## src/rtl/register_bank.sv

```systemverilog
`default_nettype none
// ---------------------------------------------------------------------------
// register_bank : 2^ADDR_WIDTH x DATA_WIDTH integer register file with r0 reading zero.
// Rev 1.0
// ---------------------------------------------------------------------------
module register_bank #(
    parameter int DATA_WIDTH = 32,
    parameter int ADDR_WIDTH = 5
) (
    input  logic                  clock,
    input  logic                  resetN,
    input  logic                  regWrite,
    input  logic [ADDR_WIDTH-1:0] readRegister1,
    input  logic [ADDR_WIDTH-1:0] readRegister2,
    input  logic [ADDR_WIDTH-1:0] writeRegister,
    input  logic [DATA_WIDTH-1:0] writeData,
    input  logic [ADDR_WIDTH-1:0] debugRegister,
    output logic [DATA_WIDTH-1:0] readData1,
    output logic [DATA_WIDTH-1:0] readData2,
    output logic [DATA_WIDTH-1:0] debugData,
    output logic [15:0]           writeCount
);

    localparam int          NUM_REGS  = 1 << ADDR_WIDTH;
    localparam logic [15:0] COUNT_MAX = 16'hFFFF;

    logic [DATA_WIDTH-1:0] regs_q [NUM_REGS];
    logic [15:0]           writeCount_q;
    logic [15:0]           writeCount_d;
    logic                  write_en;

    // Writes aimed at r0 are dropped entirely, including from the count.
    assign write_en = regWrite && (writeRegister != '0);

    always_comb begin
        writeCount_d = writeCount_q;
        if (write_en && (writeCount_q != COUNT_MAX)) begin
            writeCount_d = writeCount_q + 16'd1;
        end
    end

    always_ff @(posedge clock or negedge resetN) begin
        if (!resetN) begin
            for (int i = 0; i < NUM_REGS; i++) begin
                regs_q[i] <= '0;
            end
            writeCount_q <= '0;
        end else begin
            if (write_en) begin
                regs_q[writeRegister] <= writeData;
            end
            writeCount_q <= writeCount_d;
        end
    end

    // Reads come straight from storage: no bypass, since writeData is derived
    // from these outputs through the ALU and a bypass would close a loop.
    assign readData1  = (readRegister1 == '0) ? '0 : regs_q[readRegister1];
    assign readData2  = (readRegister2 == '0) ? '0 : regs_q[readRegister2];
    assign debugData  = (debugRegister == '0) ? '0 : regs_q[debugRegister];
    assign writeCount = writeCount_q;

endmodule
`default_nettype wire

```

## config.mk

```make
export PLATFORM = sky130hd
export DESIGN_NAME = register_bank
export DESIGN_NICKNAME = d
export VERILOG_FILES = /design/src/rtl/register_bank.sv
export SDC_FILE = /design/constraint.sdc
export NUM_CORES = 2
export LEC_CHECK = 0
export BUFFER_PORTS_ARGS = -buffer_cell sky130_fd_sc_hd__buf_2
export CAP_MARGIN = 20
export CORE_MARGIN = 2
export CORE_UTILIZATION = 61
export DETAILED_ROUTE_END_ITERATION = 10
export GPL_TIMING_DRIVEN = 1
export PLACE_DENSITY = 0.88
export SYNTH_ARGS = -nofsm -noshare
export SYNTH_HDL_FRONTEND = slang
export SYNTH_SLANG_ARGS = --single-unit
```

## constraint.sdc

```tcl
create_clock -name clock -period 2.2 [get_ports clock]
set_input_delay 0.22 -clock clock [delete_from_list [all_inputs] [get_ports clock]]
set_output_delay 0.22 -clock clock [all_outputs]
set_load 0.02 [all_outputs]
```

==> metrics, run 1 <==
status=aborted with a tool error; Fail Step=5_1_grt; stop err=[ERROR GRT-0232] Routing congestion too high. Check the congestion heatmap in the GUI.; top cells by area, synth=dfrtp_1 41%, mux4_2 21%, mux2_2 19%, mux2i_1 6.6%, clkbuf_1 1.6%; GRT Overall Usage=0.812; Syn Area/Cell=14.3 um^2; Clock Sink Count=1,040; dpl cell area=70,500 um^2; post-synth top area share=0.410; clk buf depth=3; Mapped Area=63,500 um^2; DP HPWL=153 mm; Yosys warning total=0; top_reg_cell synth=dfrtp_1; I/O Buffers=166; starting density of the core=0.614; area leader, netlist=dfrtp_1; unique cell type count in the Yosys netlist=53; top-count cell post-synth=mux2_2; CTS buffer count=110; Crit. endpoint post-GRT repair=debugData[21]; Yosys reg bits=1,040; Setup WS pre-CTS=-0.689 ns; register area share after synthesis=0.410; DIE HEIGHT=327 um; ys async rst share=1.00; GPL Wtd Cong=0.990; Cells after Synth=4,447; Die Wd=327 um; Post-synth top cells=1,052 x mux2_2, 1,040 x dfrtp_1, 594 x mux4_2; initial antenna violation count=74; largest net degree at the start of global routing=75; row count=118; worst ep type=primary output; gr ovfl total=16; placed cells=6,078; Synth Net Count=4,503; H-Tree Depth=3; cell chosen for the clock root=clkbuf_16; I/O pins=167; number of synthesized flops with an enable pin=0
kinds of logic after synthesis:
| family | after synthesis | share of synthesized area |
|---|---|---|
| adder cells (fa/ha/maj) | 1 | 0.000197 |
| multiplexers | 2073 | 0.465 |
| XOR/XNOR | 15 | 0.00207 |
| buffers and inverters | 557 | 0.0435 |
| AO/OA/AOI/OAI | 524 | 0.0595 |
| AND/OR/NAND/NOR | 237 | 0.0200 |
| flip-flops | 1040 | 0.410 |
metrics by stage:
step / setup TNS (ns) / hold slack (ns) / utilization
detailed placement: -21.52 / 0.125 / 0.682
global placement: -19.51 / 0.122 / 0.682
CTS: -40.45 / 0.119 / 0.750
floorplan: 0 / -0.0756 / -
routing by layer:
layer / global-route usage / GRT overflow
met5: 0.746 / 0
met4: 0.758 / 4
met3: 0.796 / 4
met2: 0.901 / 5
met1: 0.771 / 3
what timing repair did:
action                                 4_1_cts
setup endpoints to repair                   96
buffers inserted                           158
resized for setup                          514
hold buffers                                 2
pin swaps                                  162
endpoints found under the hold margin      659
==> run 2: changes to the inputs <==
CORE_UTILIZATION = 40   (was 61)
PLACE_DENSITY = default   (was 0.88)
PLACE_DENSITY_LB_ADDON = 0.15   (was default)
==> metrics, run 2 <==
status=finished, violations left (was aborted with a tool error); failing checks=setup timing; pins over their slew limit=0; synth-to-layout area growth=27.7%; WL/cell=35.8 um; Critical Path Sink=debugData[5]; cell chosen for the clock root=clkbuf_16 (unchanged); maxcap violations=0; vias in the first global route=47,900; post-synth top area share=0.410 (unchanged); top cells by area, synth=dfrtp_1 41%, mux4_2 21%, mux2_2 19%, mux2i_1 6.6%, clkbuf_1 1.6% (unchanged); clk buf depth=3 (unchanged); CTS tree=done; PwrDens=841 nW/um^2; Iter 0 DRT Violations=4,784; Die ar.=162,000 um^2; core area=158,000 um^2; top-count cell post-synth=mux2_2 (unchanged); I/O Buffers=166 (unchanged); Syn Area/Cell=14.3 um^2 (unchanged); DIE HEIGHT=402 um (was 327 um); Crit Path Max Fanout=4; maximum vdd drop=0.882 mV; ys async rst share=1.00 (unchanged); area leader, netlist=dfrtp_1 (unchanged); Clock Sink Count=1,040 (unchanged); slew margin rel.=0.383; final number of hold-violating endpoints=0; Critical R2R Capture=writeCount[1]$_DFFE_PN0P_; Setup TNS Final=-46.07 ns; Worst Setup End Kind=output pin; CTS buffer count=132 (was 110); Critical R2R Launch=writeCount[0]$_DFFE_PN0P_; share of cells above drive strength 1=0.621; final worst setup slack=-0.673 ns; fin crit period=2.87 ns; Die Wd=402 um (was 327 um); final WL=260 mm; fillcell total=13,312; CP Launch Point=regs_q[293]$_DFFE_PN0P_; Final ANT Viol Nets=0; worst clock skew=0.0105 ns; R2R cell count=5; max reg flops=1,024; Vias=47,434; Least-Margin Pin Slew=0.922 ns; top_reg_cell synth=dfrtp_1 (unchanged); row count=146 (was 118); Yosys reg bits=1,040 (unchanged); vias per cell=6.52; Post-synth top cells=1,052 x mux2_2, 1,040 x dfrtp_1, 594 x mux4_2 (unchanged); final critical-path share of the clock period=1.31; GPL Wtd Cong=0.904 (was 0.990); Setup CP Type=reg -> out; number of setup violations in the final report=96; unique cell type count in the Yosys netlist=53 (unchanged); Fmax=348 MHz; GRT Overall Usage=0.320; Cells after Synth=4,447 (unchanged); Final Util=0.513; number of synthesized flops with an enable pin=0 (unchanged); CTS clock-pin slew for the worst setup and hold paths=0.06 ns; initial antenna violation count=22; most common cell after layout, fill and taps aside=dfrtp_1; # DRC=0; clock latency on the worst-skew pair=0.78 ns; most frequent cells in the layout=1,040 x dfrtp_1, 1,039 x mux2_2, 654 x buf_4; DP HPWL=177 mm (was 153 mm); CP Launch Type=flip-flop; CP required=1.98 ns; layout net count=5,146; register area share after synthesis=0.410 (unchanged); gr ovfl total=0; Mapped Area=63,500 um^2 (unchanged); Reg with most FFs=regs_q; Reg2Reg Setup Slack=0.22 ns; Worst EP arrival=2.65 ns; I/O pins=167 (unchanged); min-delay worst type=in -> reg; Pre-antenna DRT Iters=5; starting density of the core=0.402 (was 0.614); RSZ-0062 raised after global routing=true; P_leak=35.1 nW; first-pass GRT wire length=370 mm; H-Tree Depth=4 (was 3); Yosys warning total=0 (unchanged); largest net degree at the start of global routing=105; Synth Net Count=4,503 (unchanged)
[run 2: cell counts after synthesis]
No cell type changed its count.
[run 2: area by class of cell]
type	instances	area (um^2)	share of cell area
multi-input cells	2850	37300	0.460
flip-flops and latches	1040	26000	0.321
repair buffers	1041	10700	0.132
clock buffers	191	3880	0.0479
well taps	2072	2590	0.0320
clock inverters	45	502	0.00619
inverters	25	93.8	0.00116
diodes	13	32.5	0.000401
[run 2: worst min path at each step]
stage | start | endpoint | slack (ns) | cells past startpoint
2_1_floorplan | resetN | regs_q[0]$_DFFE_PN0P_ | -0.08 | 0
3_3_place_gp | resetN | regs_q[343]$_DFFE_PN0P_ | 0.16 | 1
3_5_place_dp | resetN | regs_q[343]$_DFFE_PN0P_ | 0.16 | 1
4_1_cts | writeData[29] | regs_q[637]$_DFFE_PN0P_ | 0.006 | 2
5_1_grt | writeData[29] | regs_q[253]$_DFFE_PN0P_ | 0.08 | 2
6_report | writeData[29] | regs_q[253]$_DFFE_PN0P_ | 0.07 | 2
[run 2: stage by stage]
| step | instance area [um^2] | setup slack [ns] | power [mW] | instances | hold WS [ns] |
|---|---|---|---|---|---|
| finish | 81100 | -0.673 | 68.2 | 7277 | 0.0667 |
| global route | 81100 | -0.742 | 70.8 | 7268 | 0.0812 |
| CTS | 80200 | -0.730 | 67.7 | 7236 | 0.00569 |
| detailed placement | 73100 | -0.729 | 43.7 | 6923 | 0.156 |
| global placement | 73100 | -1.03 | 43.4 | 6922 | 0.156 |
| floorplan | 63600 | 0.0552 | 36.9 | 4447 | -0.0756 |
[run 2: cell families after synthesis]
family	synth area share
muxes	0.465
and+or+nand+nor	0.0200
buffers and inverters	0.0435
adders and majority gates	0.000197
DFF	0.410
xor gates and xnor gates	0.00207
AOI/OAI and AO/OA	0.0595
[run 2: repair_timing]
item	in CTS	in global routing
hold buffers	2	0
endpoints found under the setup margin	96	100
gates resized for setup	499	136
pin swaps	156	75
buffers inserted	101	32
endpoints found under the hold margin	909	0
[run 2: metal layers]
metal	vias up	share of wire	track usage
met5	-	0.00033	0
met4	12	0.048	0.144
met3	562	0.086	0.0778
met2	2363	0.45	0.485
met1	25597	0.41	0.436
li1	18900	-	-
[run 2: critical path, stage by stage (launching register included)]
cell and delay [ns]:
dfrtp_1 0.41, mux4_2 0.49, mux4_2 0.53, o22ai_4 0.18, nor2_4 0.11, buf_6 0.15
[run 2: report_power, final]
part           switching [mW]  internal, mW  total, mW
registers                3.62          22.8       26.4
clock network            9.07          13.1       22.2
logic                    8.27          11.4       19.6
(Power assumes the default switching activity.)
